`config.mk`:
```
export PLATFORM = sky130hd
export DESIGN_NAME = fp_mul_seq
export DESIGN_NICKNAME = d
export VERILOG_FILES = /design/src/rtl/fp_mul_seq.sv
export SDC_FILE = /design/constraint.sdc
export NUM_CORES = 1
export LEC_CHECK = 0
export CELL_PAD_IN_SITES_DETAIL_PLACEMENT = 1
export CELL_PAD_IN_SITES_GLOBAL_PLACEMENT = 1
export CORE_MARGIN = 2
export CORE_UTILIZATION = 42
export DETAILED_ROUTE_END_ITERATION = 10
export PLACE_DENSITY = 0.82
export SKIP_CTS_REPAIR_TIMING = 1
export SYNTH_ARGS = -nofsm -noshare
export SYNTH_HDL_FRONTEND = slang
export SYNTH_SLANG_ARGS = --single-unit
```
`constraint.sdc`:
```
create_clock -name i_clk -period 6.4 [get_ports i_clk]
set_input_delay 0.96 -clock i_clk [delete_from_list [all_inputs] [get_ports i_clk]]
set_output_delay 0.96 -clock i_clk [all_outputs]
set_load 0.02 [all_outputs]
```
`src/rtl/fp_mul_seq.sv`:
```
// Sequential IEEE-754 single-precision multiplier: 24-cycle shift-add significand multiply, then round and pack.
// Define FP_MUL_SPECIAL_EN to decode exponent-255 operands (NaN / infinity); otherwise they are ordinary exponents.
module fp_mul_seq (
  input  logic        i_clk,
  input  logic        i_rst,
  input  logic        i_valid,
  output logic        o_ready,
  input  logic [31:0] i_a,
  input  logic [31:0] i_b,
  output logic        o_valid,
  input  logic        i_ready,
  output logic [31:0] o_result,
  output logic        o_overflow,
  output logic        o_underflow,
  output logic        o_busy
);

  typedef enum logic [2:0] {IDLE, MUL, ROUND, PACK, DONE} state_t;

  state_t             state, state_nxt;
  logic [4:0]         cnt;
  logic [47:0]        acc;
  logic [23:0]        mcand, mplier;
  logic [7:0]         a_exp, b_exp;
  logic               sign;
  logic               zero_op;
  logic signed [9:0]  exp_r;
  logic [22:0]        mant_r;

`ifdef FP_MUL_SPECIAL_EN
  logic a_max, b_max, a_nan, b_nan, a_inf, b_inf, a_zero, b_zero;
  logic nan_op, inf_op;

  assign a_max  = &i_a[30:23];
  assign b_max  = &i_b[30:23];
  assign a_nan  = a_max & (|i_a[22:0]);
  assign b_nan  = b_max & (|i_b[22:0]);
  assign a_inf  = a_max & ~(|i_a[22:0]);
  assign b_inf  = b_max & ~(|i_b[22:0]);
  assign a_zero = ~(|i_a[30:23]);
  assign b_zero = ~(|i_b[30:23]);
`endif

  // p carries product bits [47:22]; returns {exp[9:0], frac[22:0]} rounded half-up without sticky.
  function automatic logic [32:0] round_product(input logic [25:0] p,
                                                input logic [7:0] x_exp,
                                                input logic [7:0] y_exp);
    logic signed [9:0] e;
    logic [22:0]       f;
    logic              c;
    if (p[25]) begin
      f = p[24:2] + {22'b0, p[1]};
      c = (&p[24:2]) & p[1];
      e = $signed({2'b00, x_exp}) + $signed({2'b00, y_exp}) - 10'sd126;
    end else begin
      f = p[23:1] + {22'b0, p[0]};
      c = (&p[24:1]) & p[0];
      e = $signed({2'b00, x_exp}) + $signed({2'b00, y_exp}) - 10'sd127;
    end
    // A carry out of the significand wraps the fraction to zero; only the exponent moves.
    if (c)
      e = e + 10'sd1;
    return {e, f};
  endfunction

  // Returns {result[31:0], overflow, underflow}.
  function automatic logic [33:0] saturate(input logic s,
                                           input logic signed [9:0] e,
                                           input logic [22:0] f);
    if (e >= 10'sd255)
      return {s, 8'hFF, 23'b0, 2'b10};
    else if (e <= 10'sd0)
      return {s, 31'b0, 2'b01};
    else
      return {s, e[7:0], f, 2'b00};
  endfunction

  always_ff @(posedge i_clk or posedge i_rst) begin
    if (i_rst)
      state <= IDLE;
    else
      state <= state_nxt;
  end

  always_comb begin
    state_nxt = state;
    case (state)
      IDLE:    if (i_valid) state_nxt = MUL;
      MUL:     if (cnt == 5'd23) state_nxt = ROUND;
      ROUND:   state_nxt = PACK;
      PACK:    state_nxt = DONE;
      DONE:    if (i_ready) state_nxt = IDLE;
      default: state_nxt = IDLE;
    endcase
  end

  always_comb begin
    o_ready = (state == IDLE);
    o_busy  = (state != IDLE);
    o_valid = (state == DONE);
  end

  // Operand capture: only an accepted handshake in IDLE loads these.
  always_ff @(posedge i_clk) begin
    if (state == IDLE && i_valid) begin
      sign    <= i_a[31] ^ i_b[31];
      a_exp   <= i_a[30:23];
      b_exp   <= i_b[30:23];
      mcand   <= {|i_a[30:23], i_a[22:0]};
      mplier  <= {|i_b[30:23], i_b[22:0]};
      zero_op <= ~(|i_a[30:23]) | ~(|i_b[30:23]);
`ifdef FP_MUL_SPECIAL_EN
      nan_op  <= a_nan | b_nan | (a_inf & b_zero) | (b_inf & a_zero);
      inf_op  <= a_inf | b_inf;
`endif
    end
  end

  always_ff @(posedge i_clk) begin
    if (state == ROUND)
      {exp_r, mant_r} <= round_product(acc[47:22], a_exp, b_exp);
  end

  always_ff @(posedge i_clk or posedge i_rst) begin
    if (i_rst) begin
      cnt         <= 5'd0;
      acc         <= 48'd0;
      o_result    <= 32'd0;
      o_overflow  <= 1'b0;
      o_underflow <= 1'b0;
    end else begin
      case (state)
        IDLE: if (i_valid) begin
          cnt <= 5'd0;
          acc <= 48'd0;
        end
        MUL: begin
          if (mplier[cnt])
            acc <= acc + ({24'b0, mcand} << cnt);
          cnt <= cnt + 5'd1;
        end
        PACK: begin
`ifdef FP_MUL_SPECIAL_EN
          if (nan_op)
            {o_result, o_overflow, o_underflow} <= {32'h7FC00000, 2'b00};
          else if (inf_op)
            {o_result, o_overflow, o_underflow} <= {sign, 8'hFF, 23'b0, 2'b00};
          else
`endif
          if (zero_op)
            {o_result, o_overflow, o_underflow} <= {sign, 31'b0, 2'b00};
          else
            {o_result, o_overflow, o_underflow} <= saturate(sign, exp_r, mant_r);
        end
        default: ;
      endcase
    end
  end

endmodule
```
==> impl_metrics.yaml <==
status:
  status: "complete, no violations"
final_layout:
  fillers: 3195
  stdcell_area_um2: 14100
  syn_to_final_growth_pct: 15.4
  antenna_cells: 0
  final_nets: 1438
  drive_above_1_share_pct: 9.03
timing:
  fin_crit_sh_pct: 82.6
  finalCriticalPeriod_ps: 5290
  fin_tns_setup_ps: 0
  rsz0062_at_grt: "false"
  slew_viol_final: 0
  finalHoldViolations: 0
  setup_viol: 0
  fmax_mhz: 189
  slew_headroom_pct: 27.5
  finalClockSkew_ps: 13.2
  tightest_slew_ps: 1090
clock_network:
  clk_pin_slew_ps: 80
  cts.sinks: 189
  clockRootBuffer: "clkbuf_16"
  clock_latency_ps: 450
  cts_made_buffers: 17
  cts_tree: "yes"
  clock_path_buffers: 2
  htreeDepth: 4
critical_path:
  endpoint_kind: "register"
  crit_path_frequent_cell: "o21ai_0"
  r2r_start: "cnt[0]$_DFFE_PP0P_"
  crit_buf_inv: 0
  cp-start-kind: "register"
  r2r_setup_slack_ps: 1110
  cp_cell_sequence: "mux2_2, o21ai_0, nor2_1, a21oi_1, nor2_1, a31oi_1, nor2_1, ha_1, nand2_1, o211ai_1, a221oi_2, o21ai_0, a41oi_1, o21ai_0, xnor2_1, o21ai_0"
  r2r_cells: 16
  crit_required_ps: 6710
  crit_arrival_ps: 5590
  slowest_delay_ps: 1050
  crit_slowest_cell: "dfrtp_2"
  path_class: "reg2reg"
  critPathMaxFanout: 42
  r2r-end: "acc[26]$_DFFE_PP0P_"
  cp_top_family: "compound AO/OA/AOI/OAI gates"
synthesis:
  synth_nets: 1369
  synth.avg_cell_area_um2: 9.88
  synth_edf_count: 99
  synth_cell_types: 86
  synthXorXnorAreaFrac_pct: 4.88
  yosys.area_share.simple_pct: 14.6
  yosysSeqAreaShare_pct: 42.8
  async_reset_ff_share_pct: 47.6
  synth_mux_area_share_pct: 6.90
  ys.flop_type: "edfxtp_1"
  ys_ff_latch: 189
  synthesis.area_um2: 12200
  synthAdderAreaFrac_pct: 6.78
  synth_compound_area_share_pct: 20.6
  synth_warnings: 0
  netlist_instances: 1236
  synth_top_family_by_area: "compound AO/OA/AOI/OAI gates"
min_path:
  hold_depth: 1
  min_from: "mant_r[22]$_DFFE_PN_"
  hold_end: "o_result[22]$_DFFE_PP0P_"
  hold_class: "reg2reg"
floorplanning:
  start_util_pct: 42.6
  ios: 105
  fp-row-count: 62
  core_um2: 28700
  dieHeight_um: 175
  die_w_um: 175
  die_area_um2: 30500
global_route:
  grt-ovfl-total: 0
  grt_pass1_wl_um: 56900
  grt_pass1_vias: 10700
  grt_max_degree: 62
  grt_util_all_layers_pct: 23.4
  antenna_found_initial: 0
pwr:
  leakage_uw: 0.00554
  ir_drop_v: 0.000305
  powerDensity_nw_per_um2: 584
placed_design:
  place_area_um2: 13500
  gp_congestion: 0.928
  hpwl_um: 25700
  io_buffers: 104
drt:
  ant_nets: 0
  vias: 10100
  drt-pass1-iter-count: 5
  wl_per_cell_um: 20.2
  vias_per_cell: 5.95
  drt-total-wl_um: 34400
  drc: 0
  drtIter0Drc: 512
job:
  max_cap_viol_count: 0
state kept, by name (all words and copies together), names as in the netlist:
signal       count
a_exp            8
acc             48
b_exp            8
cnt              5
exp_r           10
mant_r          23
mcand           24
mplier          24
o_overflow       1
o_result        32
o_underflow      1
sign             1
state            3
zero_op          1
report_power, final:
part	leakage, µW	internal (µW)	switching, µW
registers	0.00207	1630	378
logic	0.00318	2010	3140
clock network	0.000289	565	508
cell usage after synthesis, types with 4 or more instances:
cell type,number,area share [%]
mux4_2,15,2.8
dfrtp_1,90,18
nor4_1,8,0.41
a21oi_2,4,0.29
o22ai_1,14,0.72
nor3_1,16,0.66
and2_1,10,0.51
inv_1,25,0.77
o211ai_1,4,0.25
nor2_1,94,2.9
a31oi_1,13,0.67
o21ai_1,5,0.20
nand3_1,32,1.3
clkbuf_1,29,0.89
o21a_1,6,0.37
or2_2,4,0.20
buf_2,11,0.45
a211oi_1,18,1.1
a21o_1,23,1.4
and3_2,4,0.25
a22oi_1,6,0.37
mux2i_1,28,2.3
o2111ai_1,4,0.29
nand2_1,139,4.3
a22o_1,31,2.2
clkbuf_2,5,0.20
edfxtp_1,99,24
nand2b_1,13,0.67
a21oi_1,84,3.4
buf_4,4,0.25
o21ai_0,102,4.2
buf_1,14,0.43
o31ai_1,8,0.49
nand4_1,17,0.87
xnor2_1,38,2.7
a221o_1,9,0.74
ha_1,63,6.5
xor2_1,30,2.2
a221oi_1,5,0.36
nor2b_1,11,0.56
o21bai_1,10,0.61
mux2_2,20,1.8
and3_1,12,0.61
per-layer routing:
layer / global-route usage (%) / vias to the layer above / share of wire, %
li1: - / 4764 / -
met1: 28.3 / 5038 / 42
met2: 41.7 / 243 / 51
met3: 3.26 / 76 / 3.3
met4: 9.93 / 0 / 3.5
met5: 0 / - / 0
area by class of cell:
class / count / area (µm²) / area share, %
multi-input combinational: 952 / 6570 / 46.6
sequential: 189 / 5230 / 37.1
timing repair buffer: 117 / 1140 / 8.07
clock buffer: 21 / 493 / 3.50
tap: 384 / 480 / 3.41
inverter: 28 / 106 / 0.754
clock inverter: 11 / 88.8 / 0.630
logic make-up (layout without fill, tap and decap cells):
| kind of cell | after synthesis | count (layout) |
|---|---|---|
| flip-flops | 189 | 189 |
| buffers and inverters | 95 | 177 |
| multiplexers | 63 | 63 |
| AND/OR/NAND/NOR | 379 | 379 |
| AO/OA/AOI/OAI | 377 | 377 |
| adder cells (fa/ha/maj) | 65 | 65 |
| XOR/XNOR | 68 | 68 |
worst max path at each step:
stage,start,end,cells past startpoint
after floorplan,cnt[0]$_DFFE_PP0P_,acc[45]$_DFFE_PP0P_,22
after global placement,cnt[0]$_DFFE_PP0P_,acc[26]$_DFFE_PP0P_,16
after detailed placement,cnt[0]$_DFFE_PP0P_,acc[26]$_DFFE_PP0P_,16
after CTS,cnt[0]$_DFFE_PP0P_,acc[26]$_DFFE_PP0P_,16
after global routing,cnt[0]$_DFFE_PP0P_,acc[47]$_DFFE_PP0P_,18
final,cnt[0]$_DFFE_PP0P_,acc[26]$_DFFE_PP0P_,16
layout by cell type (no fill, tap or decap), types with 5 or more instances in the layout:
| master | n |
|---|---|
| a211oi_1 | 18 |
| a21o_1 | 23 |
| a21oi_1 | 84 |
| a221o_1 | 9 |
| a221oi_1 | 5 |
| a22o_1 | 31 |
| a22oi_1 | 6 |
| a31oi_1 | 13 |
| and2_1 | 10 |
| and3_1 | 12 |
| buf_4 | 13 |
| clkbuf_16 | 19 |
| clkdlybuf4s50_1 | 104 |
| dfrtp_1 | 89 |
| edfxtp_1 | 99 |
| ha_1 | 63 |
| inv_1 | 23 |
| inv_6 | 5 |
| mux2_2 | 20 |
| mux2i_1 | 28 |
| mux4_2 | 15 |
| nand2_1 | 139 |
| nand2b_1 | 13 |
| nand3_1 | 32 |
| nand4_1 | 17 |
| nor2_1 | 93 |
| nor2b_1 | 11 |
| nor3_1 | 16 |
| nor4_1 | 8 |
| o21a_1 | 6 |
| o21ai_0 | 102 |
| o21ai_1 | 5 |
| o21bai_1 | 10 |
| o22ai_1 | 14 |
| o31ai_1 | 8 |
| xnor2_1 | 38 |
| xor2_1 | 30 |
metrics by stage:
| stage | total power [µW] | instances | util [%] | worst slack [ps] | hold slack [ps] |
|---|---|---|---|---|---|
| floorplan | 5750 | 1236 | - | 2280 | 443 |
| global placement | 6920 | 1670 | 47.1 | 1460 | 446 |
| detailed placement | 7110 | 1670 | 47.1 | 1320 | 451 |
| CTS | 8220 | 1702 | 49.1 | 1250 | 466 |
| global route | 8880 | 1702 | 49.1 | 674 | 483 |
| finish | 8230 | 1702 | 49.1 | 1110 | 464 |
Power figures use the tool's default switching activity.
